File: config.mk
export PLATFORM = sky130hd
export DESIGN_NAME = pipe_ctrl_hazard
export DESIGN_NICKNAME = d
export VERILOG_FILES = /design/src/rtl/rv_pipe_pkg.sv /design/src/rtl/hazard_detect.sv /design/src/rtl/pipe_ctrl_hazard.sv
export SDC_FILE = /design/constraint.sdc
export NUM_CORES = 1
export LEC_CHECK = 0
export ABC_AREA = 1
export BUFFER_PORTS_ARGS = -buffer_cell sky130_fd_sc_hd__buf_4
export CORE_AREA = 5 5 81 83
export CTS_BUF_LIST = sky130_fd_sc_hd__clkbuf_16
export CTS_CLUSTER_DIAMETER = 100
export DETAILED_ROUTE_END_ITERATION = 10
export DIE_AREA = 0 0 86 88
export GPL_TIMING_DRIVEN = 0
export PLACE_DENSITY = 0.67
export SYNTH_ARGS = -nofsm -noshare
export SYNTH_HDL_FRONTEND = slang
export SYNTH_HIERARCHICAL = 1
export SYNTH_SLANG_ARGS = --single-unit
File: constraint.sdc
create_clock -name clk -period 3.6 [get_ports clk]
set_input_delay 0.72 -clock clk [delete_from_list [all_inputs] [get_ports clk]]
set_output_delay 0.72 -clock clk [all_outputs]
set_load 0.05 [all_outputs]
File: src/rtl/rv_pipe_pkg.sv
// rtl/rv_pipe_pkg.sv - shared encodings and control-word type for the RV32I pipeline
package rv_pipe_pkg;

  localparam logic [1:0] RES_ALU = 2'b00;
  localparam logic [1:0] RES_MEM = 2'b01;
  localparam logic [1:0] RES_PC4 = 2'b10;

  localparam logic [1:0] FWD_RF  = 2'b00;
  localparam logic [1:0] FWD_WB  = 2'b01;
  localparam logic [1:0] FWD_MEM = 2'b10;

  typedef struct packed {
    logic [1:0] result_src;
    logic       mem_write;
    logic       alu_src;
    logic       reg_write;
    logic       branch;
    logic       jump;
    logic [2:0] alu_control;
  } ctrl_t;

endpackage

File: src/rtl/hazard_detect.sv
// rtl/hazard_detect.sv - combinational forwarding selects, load-use stall and flush strobes
module hazard_detect
  import rv_pipe_pkg::*;
#(
  parameter int RA_W = 5
) (
  input  logic [RA_W-1:0] id_rs1,
  input  logic [RA_W-1:0] id_rs2,
  input  logic [1:0]      ex_result_src,
  input  logic            ex_branch,
  input  logic            ex_jump,
  input  logic            ex_zero,
  input  logic [RA_W-1:0] ex_rs1,
  input  logic [RA_W-1:0] ex_rs2,
  input  logic [RA_W-1:0] ex_rd,
  input  logic            mem_reg_write,
  input  logic [RA_W-1:0] mem_rd,
  input  logic            wb_reg_write,
  input  logic [RA_W-1:0] wb_rd,
  output logic [1:0]      fwd_a_e,
  output logic [1:0]      fwd_b_e,
  output logic            stall_f,
  output logic            stall_d,
  output logic            flush_d,
  output logic            flush_e,
  output logic            pc_src_e
);

  logic load_stall;
  logic mem_valid;
  logic wb_valid;

  // x0 is hardwired zero, so a write to it never creates a dependency
  assign mem_valid = mem_reg_write && (mem_rd != '0);
  assign wb_valid  = wb_reg_write  && (wb_rd  != '0);

  always_comb begin
    fwd_a_e = FWD_RF;
    if (mem_valid && (mem_rd == ex_rs1))     fwd_a_e = FWD_MEM;
    else if (wb_valid && (wb_rd == ex_rs1))  fwd_a_e = FWD_WB;

    fwd_b_e = FWD_RF;
    if (mem_valid && (mem_rd == ex_rs2))     fwd_b_e = FWD_MEM;
    else if (wb_valid && (wb_rd == ex_rs2))  fwd_b_e = FWD_WB;
  end

  assign load_stall = (ex_result_src == RES_MEM) && (ex_rd != '0) &&
                      ((ex_rd == id_rs1) || (ex_rd == id_rs2));

  assign pc_src_e = (ex_branch && ex_zero) || ex_jump;
  assign stall_f  = load_stall;
  assign stall_d  = load_stall;
  assign flush_d  = pc_src_e;
  assign flush_e  = load_stall || pc_src_e;

endmodule

File: src/rtl/pipe_ctrl_hazard.sv
// rtl/pipe_ctrl_hazard.sv - ID/EX, EX/MEM, MEM/WB control registers plus hazard unit
module pipe_ctrl_hazard
  import rv_pipe_pkg::*;
#(
  parameter int RA_W = 5
) (
  input  logic            clk,
  input  logic            rst_n,
  input  logic [1:0]      id_result_src,
  input  logic            id_mem_write,
  input  logic            id_alu_src,
  input  logic            id_reg_write,
  input  logic            id_branch,
  input  logic            id_jump,
  input  logic [2:0]      id_alu_control,
  input  logic [RA_W-1:0] id_rs1,
  input  logic [RA_W-1:0] id_rs2,
  input  logic [RA_W-1:0] id_rd,
  input  logic            ex_zero,
  output logic            ex_alu_src,
  output logic [2:0]      ex_alu_control,
  output logic [RA_W-1:0] ex_rs1,
  output logic [RA_W-1:0] ex_rs2,
  output logic [RA_W-1:0] ex_rd,
  output logic            mem_mem_write,
  output logic [1:0]      mem_result_src,
  output logic            mem_reg_write,
  output logic [RA_W-1:0] mem_rd,
  output logic [1:0]      wb_result_src,
  output logic            wb_reg_write,
  output logic [RA_W-1:0] wb_rd,
  output logic [1:0]      fwd_a_e,
  output logic [1:0]      fwd_b_e,
  output logic            stall_f,
  output logic            stall_d,
  output logic            flush_d,
  output logic            flush_e,
  output logic            pc_src_e
);

  ctrl_t id_ctrl;
  ctrl_t ex_ctrl;

  assign id_ctrl = '{result_src:  id_result_src,
                     mem_write:   id_mem_write,
                     alu_src:     id_alu_src,
                     reg_write:   id_reg_write,
                     branch:      id_branch,
                     jump:        id_jump,
                     alu_control: id_alu_control};

  // A flush turns the incoming instruction into a bubble rather than holding EX
  always_ff @(posedge clk) begin
    if (!rst_n || flush_e) begin
      ex_ctrl <= '0;
      ex_rs1  <= '0;
      ex_rs2  <= '0;
      ex_rd   <= '0;
    end else begin
      ex_ctrl <= id_ctrl;
      ex_rs1  <= id_rs1;
      ex_rs2  <= id_rs2;
      ex_rd   <= id_rd;
    end
  end

  always_ff @(posedge clk) begin
    if (!rst_n) begin
      mem_mem_write  <= 1'b0;
      mem_result_src <= RES_ALU;
      mem_reg_write  <= 1'b0;
      mem_rd         <= '0;
      wb_result_src  <= RES_ALU;
      wb_reg_write   <= 1'b0;
      wb_rd          <= '0;
    end else begin
      mem_mem_write  <= ex_ctrl.mem_write;
      mem_result_src <= ex_ctrl.result_src;
      mem_reg_write  <= ex_ctrl.reg_write;
      mem_rd         <= ex_rd;
      wb_result_src  <= mem_result_src;
      wb_reg_write   <= mem_reg_write;
      wb_rd          <= mem_rd;
    end
  end

  assign ex_alu_src     = ex_ctrl.alu_src;
  assign ex_alu_control = ex_ctrl.alu_control;

  hazard_detect #(.RA_W(RA_W)) u_hazard (
    .id_rs1        (id_rs1),
    .id_rs2        (id_rs2),
    .ex_result_src (ex_ctrl.result_src),
    .ex_branch     (ex_ctrl.branch),
    .ex_jump       (ex_ctrl.jump),
    .ex_zero       (ex_zero),
    .ex_rs1        (ex_rs1),
    .ex_rs2        (ex_rs2),
    .ex_rd         (ex_rd),
    .mem_reg_write (mem_reg_write),
    .mem_rd        (mem_rd),
    .wb_reg_write  (wb_reg_write),
    .wb_rd         (wb_rd),
    .fwd_a_e       (fwd_a_e),
    .fwd_b_e       (fwd_b_e),
    .stall_f       (stall_f),
    .stall_d       (stall_d),
    .flush_d       (flush_d),
    .flush_e       (flush_e),
    .pc_src_e      (pc_src_e)
  );

endmodule

==> metrics.md <==
| Metric | Value |
|---|---|
| Status | complete, no violations |
| Setup violators final | 0 |
| Antenna Nets Post-Route | 0 |
| Skew final | 0.00130 ns |
| Worst Hold Class | register to register |
| Core ar. | between 0.005 and 0.006 sq mm |
| Final hold violation count | 0 |
| R2r endpoint | ex_alu_control[1] |
| Nets | ~340 |
| FMAX | between 400 and 500 MHz |
| Synth warn | 6 |
| Setup crit end | stall_f |
| Yosys top cell area share | a little over two fifths |
| Cts bufs inserted | 5 |
| Routed len/inst | approximately 11 um |
| Initial antenna violation count | 0 |
| P_leak | 1.50 nW |
| I/O Pins | 73 |
| Yosys reg bits | 42 |
| Initial Util | roughly 34% |
| Setup CP Type | primary input to output port |
| Min Tclk post-route | approximately 2.4 ns |
| Crit path max fanout | 3 |
| Pin count of the biggest net entering global routing | 13 |
| Netlist cell types | 20 |
| Setup Fix Bufs, Post-CTS | 0 |
| Drc violations | 0 |
| Relative slew slack | between 80% and 90% |
| Setup crit start | id_rs2[0] |
| Htree depth | 2 |
| Worst path arrival time | about 1.7 ns |
| Post-CTS Resized | 0 |
| Layout cell share with drive strength beyond 1 | between 30% and 40% |
| Full die area | about 0.0076 sq mm |
| CTS tree | yes |
| Cells after synthesis | 236 |
| CTS Sinks | 42 |
| Crit-path cells | buf_4 -> nor2_1 -> nor2_1 -> nor2_1 -> nand3_1 -> nand2_1 -> nand2_1 -> inv_1 -> buf_4 -> buf_4 |
| Max-cap violation count | 0 |
| Register area share after synthesis | 43.3% |
| Cts hold-fix bufs | 0 |
| CTS Buffer Depth | 2 |
| Via count | between 1500 and 2000 |
| Critical Path Max Stage Delay | 0.18 ns |
| Area delta synth->final | 40.5% |
| Pwr/cell area | roughly 460 mW/mm^2 |
| DPL Wire Length | ~3400 um |
| Final wirelength | 4130 um |
| GPL Wtd Cong | slightly below 0.9 |
| Vias in the first global route | approximately 1400 |
| Worst vdd ir | about 0.00023 V |
| Clock slew at reported path FFs | approximately 0.06 ns |
| Die Ht | a little under 90 um |
| Synth area leaders | dfxtp_1 43%, nor2_4 12%, inv_1 11% |
| Period utilization | around 67% |
| Util after Layout | a little under half |
| Crit-path slowest cell | buf_4 |
| R2R Path Start | ex_rd[1] |
| Vias/cell | a little under 4 |
| Post-synth top area cell | dfxtp_1 |
| Avg Synthesized Cell Area | slightly above 8 sq um |
| # diodes | 0 |
| Critical Path RT | 2.88 ns |
| Worst-Skew Late Latency | ~0.28 ns |
| Setup crit start kind | primary input |
| CP endpoint kind | output port |
| GRT overflow | 0 |
| Worst Tran Pin Value | 0.229 ns |
| Syn Nets | around 260 |
| Initial DRC Count | 37 |
| Slew Viols, Final | 0 |
| Cell area after synthesis | around 0.0019 sq mm |
| Setup_tns | 0 ns |
| First-pass GRT wire length | ~6500 um |
| Buffers on Ports | slightly above 70 |
| RSZ-0062 raised after global routing | false |
| Die width | ~86 um |
| CTS root buf | clkbuf_16 |
| DRT Pass-1 Iters | 5 |
| Cell Rows | 28 |
| R2R depth | 12 |
| Overall routing resource usage | between 10% and 20% |
| Register-to-register setup slack | about 2 ns |
| Fill cells | 580 |
## cell type report
class | instances | area [sq um] | area share [%]
timing repair buffer | 71 | 533 | 19.5
clock inverter | 2 | 33.8 | 1.24
inverter | 59 | 221 | 8.12
multi-input combinational | 126 | 783 | 28.7
sequential | 42 | 841 | 30.8
tap | 75 | 93.8 | 3.44
clock buffer | 5 | 125 | 4.59
buffer | 9 | 96.3 | 3.53
## flip-flops by register name, indices dropped and copies added (netlist names)
name            count
ex_rs2              5
mem_reg_write       1
ex_rs1              5
ex_alu_src          1
mem_rd              5
wb_rd               5
wb_result_src       2
ex_alu_control      3
wb_reg_write        1
mem_mem_write       1
mem_result_src      2
ex_rd               5
ex_ctrl             6
## placed cells by master, fill, tap and decap left out
cell type,instances
xnor2_1,19
nand2_8,1
buf_6,1
buf_4,77
nand2_1,48
clkinv_1,1
nand2_2,1
xor2_1,3
a21oi_1,1
inv_2,1
nand3_1,5
nor2_1,21
nor2_4,20
clkbuf_16,5
nand4_1,1
nor3_2,2
and3_1,1
nor3_1,2
dfxtp_1,42
buf_12,2
nand3b_1,1
inv_1,58
bufinv_16,1
## through the flow
stage	power (mW)	cell area [sq um]	worst slack, ns	hold slack (ns)	std cells
after floorplan	0.713	1940	0.778	0.390	236
after global placement	0.794	2570	1.19	0.392	382
after detailed placement	0.797	2570	1.18	0.402	382
after CTS	1.29	2730	1.18	0.416	389
after global routing	1.32	2730	1.12	0.438	389
final	1.27	2730	1.20	0.413	389
## critical path, delay by kind of cell
kind	cells	cell delay, ns
and+or+nand+nor	6	0.48
buffers and inverters	4	0.48
## Yosys cell counts (all sizes together)
library cell  number
a21oi              1
and3               1
buf                9
dfxtp             42
inv               59
nand2             50
nand3              5
nand3b             1
nand4              1
nor2              41
nor3               4
xnor2             19
xor2               3
## worst min path at each step
stage | from | end | slack [ns] | depth (start not counted)
after floorplan | ex_ctrl[7] | mem_mem_write | 0.39 | 2
after global placement | ex_ctrl[7] | mem_mem_write | 0.39 | 2
after detailed placement | ex_ctrl[5] | mem_reg_write | 0.40 | 2
after CTS | ex_ctrl[5] | mem_reg_write | 0.42 | 2
after global routing | ex_ctrl[7] | mem_mem_write | 0.44 | 2
final | ex_ctrl[7] | mem_mem_write | 0.41 | 2
## kinds of logic (layout without fill, tap and decap cells)
kind of cell	count (synthesis)	in the layout	share of synthesized area, %
AND/OR/NAND/NOR	103	103	30.2
buffers and inverters	68	146	16.4
flip-flops	42	42	43.3
XOR/XNOR	22	22	9.92
AO/OA/AOI/OAI	1	1	0.257
## where the power goes
group	leakage, nW	internal (mW)	switching, mW
sequential	0.346	0.490	0.0236
clock	0.0773	0.320	0.164
combinational	1.08	0.103	0.167
## metal layers
layer | wire (um) | vias up | global-route usage (%)
li1 | - | 817 | -
met1 | 1670 | 657 | 12.3
met4 | 68 | 0 | 4.75
met3 | 406 | 6 | 4.70
met5 | 0 | - | 0
met2 | 1990 | 54 | 19.2
Note: power is estimated with default switching activity, not from simulation.
